### src/rtl/csa_pkg.sv
// Shared types and helpers for the carry-save resolver (early-termination macro: CSA_RESOLVER_EARLY_EN).
// Latency: n/a (types and elaboration-time functions only).
// Backpressure: n/a.
package csa_pkg;

   // Resolver control states: wait for a pair, resolve chunk by chunk, present the result.
   typedef enum logic [1:0] {
      IDLE = 2'd0,
      BUSY = 2'd1,
      DONE = 2'd2
   } csa_res_state_t;

   // Number of CHUNK-bit slices covering the W+2-bit extended operands.
   function automatic int csa_num_chunks(input int w, input int chunk);
      return (w + 2) / chunk;
   endfunction

   // Width of a chunk index able to hold 0..n-1 (at least one bit).
   function automatic int csa_idx_width(input int n);
      return (n > 1) ? $clog2(n) : 1;
   endfunction

endpackage

### src/rtl/csa_chunk_add.sv
// CHUNK-bit ripple-carry adder built from fulladder cells.
// Latency: combinational.
// Backpressure: n/a.
module csa_chunk_add #(
   parameter int CHUNK = 2
) (
   input  logic [CHUNK-1:0] a,
   input  logic [CHUNK-1:0] b,
   input  logic             cin,
   output logic [CHUNK-1:0] s,
   output logic             cout
);

   // c[i] is the carry into bit i; c[CHUNK] leaves the chunk.
   logic [CHUNK:0] c;

   assign c[0] = cin;

   for (genvar i = 0; i < CHUNK; i++) begin : g_bit
      fulladder u_fa (
         .a  (a[i]),
         .b  (b[i]),
         .ci (c[i]),
         .s  (s[i]),
         .co (c[i+1])
      );
   end

   assign cout = c[CHUNK];

endmodule

### src/rtl/fulladder.sv
// Single-bit full adder cell.
// Latency: combinational.
// Backpressure: n/a.
module fulladder (
   input  logic a,
   input  logic b,
   input  logic ci,
   output logic s,
   output logic co
);

   assign s  = a ^ b ^ ci;
   assign co = (a & b) | (ci & (a ^ b));

endmodule

### src/rtl/csa_resolver.sv
// Resolves a carry-save pair to binary, s_in + (c_in << 1), CHUNK bits per cycle LSB first (optional early exit: CSA_RESOLVER_EARLY_EN).
// Latency: result valid N+1 cycles after input handshake (N = (W+2)/CHUNK); fewer with early exit when upper bits are all zero.
// Backpressure: one pair in flight; in_ready low from acceptance until the cycle after out_valid && out_ready.
module csa_resolver #(
   parameter int W     = 8,
   parameter int CHUNK = 2
) (
   input  logic         clk,
   input  logic         rst,
   input  logic         in_valid,
   output logic         in_ready,
   input  logic [W-1:0] s_in,
   input  logic [W-1:0] c_in,
   output logic         out_valid,
   input  logic         out_ready,
   output logic [W+1:0] res
);

   import csa_pkg::*;

   // (W+2) must be a multiple of CHUNK; the chunk walk assumes whole slices.
   localparam int WR = W + 2;
   localparam int N  = csa_num_chunks(W, CHUNK);
   localparam int KW = csa_idx_width(N);

   csa_res_state_t state_q, state_d;
   logic [WR-1:0]  a_q, a_d;
   logic [WR-1:0]  b_q, b_d;
   logic [WR-1:0]  res_q, res_d;
   logic           carry_q, carry_d;
   logic [KW-1:0]  k_q, k_d;

   logic [CHUNK-1:0] a_chunk;
   logic [CHUNK-1:0] b_chunk;
   logic [CHUNK-1:0] sum_chunk;
   logic             chunk_cout;
   logic             last_chunk;

   assign a_chunk    = a_q[k_q*CHUNK +: CHUNK];
   assign b_chunk    = b_q[k_q*CHUNK +: CHUNK];
   assign last_chunk = (k_q == KW'(N - 1));

   csa_chunk_add #(
      .CHUNK (CHUNK)
   ) u_chunk_add (
      .a    (a_chunk),
      .b    (b_chunk),
      .cin  (carry_q),
      .s    (sum_chunk),
      .cout (chunk_cout)
   );

`ifdef CSA_RESOLVER_EARLY_EN
   // Nothing left to add from chunk k upward: the remaining result bits are already zero.
   logic early_done;
   assign early_done = (carry_q == 1'b0)
                    && ((a_q >> (k_q*CHUNK)) == '0)
                    && ((b_q >> (k_q*CHUNK)) == '0);
`endif

   // Next-state and datapath update: accept in IDLE, one chunk per BUSY cycle, hold in DONE.
   always_comb begin
      state_d = state_q;
      a_d     = a_q;
      b_d     = b_q;
      res_d   = res_q;
      carry_d = carry_q;
      k_d     = k_q;
      case (state_q)
         IDLE: begin
            if (in_valid) begin
               a_d     = {2'b00, s_in};
               b_d     = {1'b0, c_in, 1'b0};
               res_d   = '0;
               carry_d = 1'b0;
               k_d     = '0;
               state_d = BUSY;
            end
         end
         BUSY: begin
            res_d[k_q*CHUNK +: CHUNK] = sum_chunk;
            carry_d = chunk_cout;
            k_d     = k_q + 1'b1;
            if (last_chunk) begin
               // The final carry-out is always zero because the sum fits in WR bits.
               k_d     = '0;
               state_d = DONE;
            end
`ifdef CSA_RESOLVER_EARLY_EN
            if (early_done) begin
               res_d   = res_q;
               carry_d = carry_q;
               k_d     = '0;
               state_d = DONE;
            end
`endif
         end
         DONE: begin
            if (out_ready) begin
               state_d = IDLE;
            end
         end
         default: begin
            state_d = IDLE;
         end
      endcase
   end

   // State, operand, carry, index and result registers; reset overrides any handshake.
   always_ff @(posedge clk) begin
      if (rst) begin
         state_q <= IDLE;
         a_q     <= '0;
         b_q     <= '0;
         res_q   <= '0;
         carry_q <= 1'b0;
         k_q     <= '0;
      end else begin
         state_q <= state_d;
         a_q     <= a_d;
         b_q     <= b_d;
         res_q   <= res_d;
         carry_q <= carry_d;
         k_q     <= k_d;
      end
   end

   // Handshake outputs decode state only; in_ready is also masked while reset is held.
   assign in_ready  = (state_q == IDLE) && !rst;
   assign out_valid = (state_q == DONE);
   assign res       = res_q;

endmodule

### config.mk
export PLATFORM = sky130hd
export DESIGN_NAME = csa_resolver
export DESIGN_NICKNAME = d
export VERILOG_FILES = /design/src/rtl/csa_pkg.sv /design/src/rtl/csa_chunk_add.sv /design/src/rtl/fulladder.sv /design/src/rtl/csa_resolver.sv
export SDC_FILE = /design/constraint.sdc
export NUM_CORES = 1
export LEC_CHECK = 0
export ABC_CLOCK_PERIOD_IN_PS = 2900
export CORE_UTILIZATION = 51
export DETAILED_ROUTE_END_ITERATION = 16
export GPL_ROUTABILITY_DRIVEN = 0
export PLACE_DENSITY = 0.79
export RECOVER_POWER = 25
export SYNTH_ARGS = -nofsm -noshare
export SYNTH_HDL_FRONTEND = slang
export SYNTH_SLANG_ARGS = --single-unit
### constraint.sdc
create_clock -name clk -period 2.9 [get_ports clk]
set_input_delay 0.725 -clock clk [delete_from_list [all_inputs] [get_ports clk]]
set_output_delay 0.725 -clock clk [all_outputs]
set_load 0.05 [all_outputs]
* Word level (Yosys, flattened, before mapping)
Index checks and enable logic that the tools add are counted.
** Storage, ports and cells
- Bits in read-only memories :: 0
- Flip-flop bits (word level) :: 32
- Memories kept :: 0
- Output and inout port bits :: 12
- Bits of input ports :: 20
- Logic and storage cells :: 47
- Bits in latches :: 0
- Memory bits (writable) :: 0
** Operators by class
- Magnitude comparators :: 0
- Equality and inequality tests :: 6
- $add $sub $neg :: 2
- Reductions and logical operators :: 7
- $mul :: 0
- Shifts and indexed selects :: 4
- Multiplexer cells :: 12
- Bitwise logic cells :: 10
- Divide/modulo/power cells :: 0
** Operator list (count)
- 4-bit negator with 34-bit output :: 1
- 2-bit by 34-bit variable shift with 10-bit output (first input constant) :: 1
- 2-bit by 34-bit variable part select with 10-bit output :: 1
- 10-bit one-hot mux with 2 select lines :: 1
- 10-bit by 5-bit variable part select with 2-bit output :: 2
- 10-bit bitwise mux :: 1
- 10-bit two-way mux :: 1
- 2-bit two-way mux :: 3
- 3-bit two-way mux :: 2
- 2-bit one-hot mux with 3 select lines :: 1
- 3-bit one-hot mux with 2 select lines :: 1
- 1-bit bitwise AND :: 4
- 2-bit != test (second input constant) :: 2
- 2-bit AND reduction :: 2
- 1-bit XOR :: 4
- 3-bit by 1-bit adder with 3-bit output (second input constant) :: 1
- 3-bit == test (second input constant) :: 1
- 3-bit AND reduction :: 1
- 2-bit by 1-bit == test with 1-bit output (second input constant) :: 1
- 2-bit == test (second input constant) :: 1
- 2-bit logical NOT :: 1
- 2-bit by 1-bit != test with 1-bit output (second input constant) :: 1
- 1-bit bitwise OR :: 2
- 1-bit one-hot mux with 2 select lines :: 1
- 4 further kinds :: 4

* Logic depth before layout (Yosys ltp)
- Depth after elaboration :: 8
- Mapped depth :: 10
- Depth with buffers taken out :: 9

* By module
A second synthesis with hierarchy kept.
** Second synthesis, totals
- Cell total of the unflattened synthesis :: 166
- Area total of the unflattened synthesis :: 1554.0 sq um
** By module, submodules not included
- csa_resolver :: area an instance 1514.0 sq um, cells an instance 164, seq. area each 640.6 sq um, times used 1
- fulladder :: area an instance 20.0 sq um, cells an instance 1, seq. area each 0.0 sq um, times used 2

* Least setup slack after synthesis
OpenSTA, ideal clock, no wires.
- Kind :: input-to-output
- From :: input port rst
- To :: output port in_ready
- Data arrival time :: 2.129 ns
- Required time :: 2.175 ns
- Stages :: 3
- Setup slack :: 0.046 ns
- Path buffers :: 2
- Cells stage by stage :: clkbuf_1 > clkbuf_1 > nor3_1
** On the way
- Word-level cells in the longest chain between the ends :: 2
** Ends and longest elaborated chain
- start, declared :: RTL line csa_resolver.sv:9 : input logic rst,
- 1-bit logical NOT :: RTL line csa_resolver.sv:129 : assign in_ready = (state_q == IDLE) && !rst;
- 1-bit logical AND :: RTL line csa_resolver.sv:129
- end, declared :: RTL line csa_resolver.sv:11 : output logic in_ready,
Every way passes these cells.

* Worst setup path in the final report
- From :: register state_q[1]
- To :: output port out_valid
** On the way
- Word-level cells in the longest chain between the ends :: 1
** Ends and longest elaborated chain
- start, declared :: RTL line csa_resolver.sv:26 : csa_res_state_t state_q, state_d;
- start signal, assigned :: RTL line csa_resolver.sv:119 : state_q <= state_d;
- 2-bit == test :: RTL line csa_resolver.sv:130 : assign out_valid = (state_q == DONE);
- end, declared :: RTL line csa_resolver.sv:14 : output logic out_valid,
Every way passes these cells.

==> results.yml <==
floorplanning:
  die_area_sq_um: 3460
  die_y_um: 58.8
  core_sq_um: 3050
  die_w_um: 58.8
  ios: 32
  start_util: 0.540
  rows: 20
clock_network:
  cts_tree: "yes"
  cts_buffer_depth: 2
  insertion_delay_ns: 0.34
  cts_sinks: 32
  cts_buffers: 5
  clkTransAtPathRegs_ns: 0.10
  root_buffer: "clkbuf_4"
  h-tree-depth: 2
  ctsHoldBuffers: 0
grt:
  grt_max_degree: 38
  grt_use_total: 0.217
  antenna_found_initial: 0
  grt-ovfl-total: 0
  grt_pass1_wl_um: 5460
  grt_pass1_vias: 1223
place:
  port_buffers: 31
  hpwl_um: 2450
  dp.cells: 252
  dpl_cell_area_sq_um: 1990
sta:
  hold_viol: 0
  setup_viol: 0
  slew_violations: 0
  tightest_slew_ns: 0.797
  clock.fmax_mhz: 376
  slew_headroom: 0.468
  fin_crit_ns: 2.66
  fin_skew_ns: 0.00890
  fin_crit_sh: 0.917
  tns_ns: 0
  rsz0062_at_grt: "false"
drt:
  drt_first_pass_iters: 4
  post_drt_wl_per_cell_um: 13.0
  via_per_inst: 5.33
  ant_nets: 0
  postRouteWirelength_um: 3370
  drtIter0Drc: 35
  drcViolationCount: 0
  vias: 1385
pwr:
  ir_worst_vdd_mv: 0.302
  p_leak_nw: 0.745
  powerDensity_nw_per_um2: 435
  seq_power_share: 0.529
  p_sw_uw: 244
  p_sw_frac: 0.273
  internal-power_uw: 650
  totalPowerFinal_uw: 894
  p_clk_frac: 0.295
  combPwrFrac: 0.176
logic_synthesis:
  synthArstFlopShare: 0
  synth_top_area_share: 0.389
  ys_seq_area_frac: 0.389
  synthCells: 185
  syn_avg_cell_area_sq_um: 8.91
  ys_types: 35
  synth.cell_area_sq_um: 1650
  yosysMostFrequentCell: "nand2_1"
  synth_common_cells: "42 x nand2_1, 32 x dfxtp_1, 17 x a21oi_1, 10 x nor2_1"
  synth_top_area_cell: "dfxtp_1"
  yosys-top-cells-area: "dfxtp_1 39%, nand2_1 9.6%, ha_1 5.3%"
  syn_nets: 214
  synth_top_flop_cell: "dfxtp_1"
  ys.warnings.count: 0
  synth_edf_count: 0
  ys_ff_latch: 32
flow_run:
  cap_violations: 0
setup_path:
  cp_cell_sequence: "nor2b_1 > clkdlybuf4s50_1"
  path_delay_family: "buffers and inverters"
  cp_slowest_cell: "clkdlybuf4s50_1"
  cp-start-kind: "register"
  cp-end-kind: "output pin"
  arrival_ns: 1.94
  critPathMaxStageDelay_ns: 0.83
  cp_max_fo: 10
  cp.required_ns: 2.17
  criticalPathCategory: "reg -> out"
  crit_buf_inv: 1
cells_and_area:
  diodes: 0
  fin_nets: 244
  layout-drive-gt1-share: 0.106
  finalInstanceArea_sq_um: 2060
  fin_cells: 260
  fillers: 258
  area_growth_pct: 24.8
worst_hold_path:
  hp-class: "reg -> reg"
run_status:
  status: "complete, no violations"
## area by class of cell
cell class / count / area (sq um) / share of cell area
clock buffers: 6 / 51.3 / 0.0250
clock inverters: 2 / 10.0 / 0.00487
inverters: 6 / 22.5 / 0.0110
multi-input cells: 135 / 925 / 0.450
flip-flops and latches: 32 / 642 / 0.312
well taps: 44 / 55.1 / 0.0268
repair buffers: 35 / 350 / 0.170
## kinds of logic after synthesis
| logic type | count (synthesis) | share of synthesized area |
|---|---|---|
| multiplexers | 13 | 0.105 |
| flip-flops | 32 | 0.389 |
| buffers and inverters | 18 | 0.0531 |
| AO/OA/AOI/OAI | 27 | 0.0972 |
| adder cells (fa/ha/maj) | 9 | 0.0774 |
| AND/OR/NAND/NOR | 86 | 0.279 |
## what timing repair did
| item | in CTS | in global routing |
|---|---|---|
| gates resized for setup | 0 | 1 |
| setup buffers | 0 | 0 |
| setup endpoints to repair | 0 | 1 |
| hold endpoints to repair | 0 | 0 |
## path summary, 6_finish.rpt
path	end	from	slack (ns)	depth (start not counted)
max	out_valid	state_q[1]$_SDFFE_PP0P_	0.24	2
min	a_q[5]$_SDFFE_PP0P_	a_q[5]$_SDFFE_PP0P_	0.46	2
max reg2reg	res[5]$_SDFFE_PP0P_	k_q[1]$_SDFFE_PP0P_	0.31	8
min reg2reg	a_q[5]$_SDFFE_PP0P_	a_q[5]$_SDFFE_PP0P_	0.46	2
## registers in the layout (all words and copies together), names as in the netlist
name,flops
a_q,8
b_q,8
carry_q,1
k_q,3
res,10
state_q,2
## layout by cell type, fill, tap and decap left out, types with 4 or more instances in the layout
cell type         n
mux2i_1           6
nand2_1          42
clkbuf_4          5
a21oi_1          17
nand3b_1          6
nor3_1            5
dfxtp_1          31
clkdlybuf4s50_1  29
buf_4             4
ha_1              7
nor3b_1           6
inv_1             6
nor2_1           10
## per-layer routing
layer | vias up | part of all wire | GRT usage
met5 | - | 0 | 0
met1 | 644 | 0.42 | 0.241
li1 | 696 | - | -
met4 | 0 | 0.025 | 0.126
met3 | 9 | 0.035 | 0.0659
met2 | 36 | 0.51 | 0.367
## stage by stage
step / setup WS [ns] / hold WS, ns / utilization
after floorplan: 0.0456 / 0.433 / -
after global placement: 0.317 / 0.444 / 0.653
after detailed placement: 0.196 / 0.450 / 0.653
after CTS: 0.171 / 0.464 / 0.673
after global routing: 0.138 / 0.485 / 0.673
final: 0.239 / 0.461 / 0.673
## power by group through the flow
stage          logic (mW)  clock network [mW]  registers, mW
2_1_floorplan       0.106                   0          0.480
3_3_place_gp        0.152                   0          0.482
3_5_place_dp        0.157                   0          0.483
4_1_cts             0.157               0.274          0.473
5_1_grt             0.172               0.300          0.476
6_report            0.157               0.264          0.473
## worst reg2reg max path, stage by stage (launching register included)
cell,delay (ns)
dfxtp_1,0.62
mux4_2,0.37
and2_1,0.18
fa_1,0.40
inv_1,0.08
fa_1,0.46
nor2_1,0.20
nand2_1,0.07
mux2i_1,0.13
Note: power is estimated with default switching activity, not from simulation.
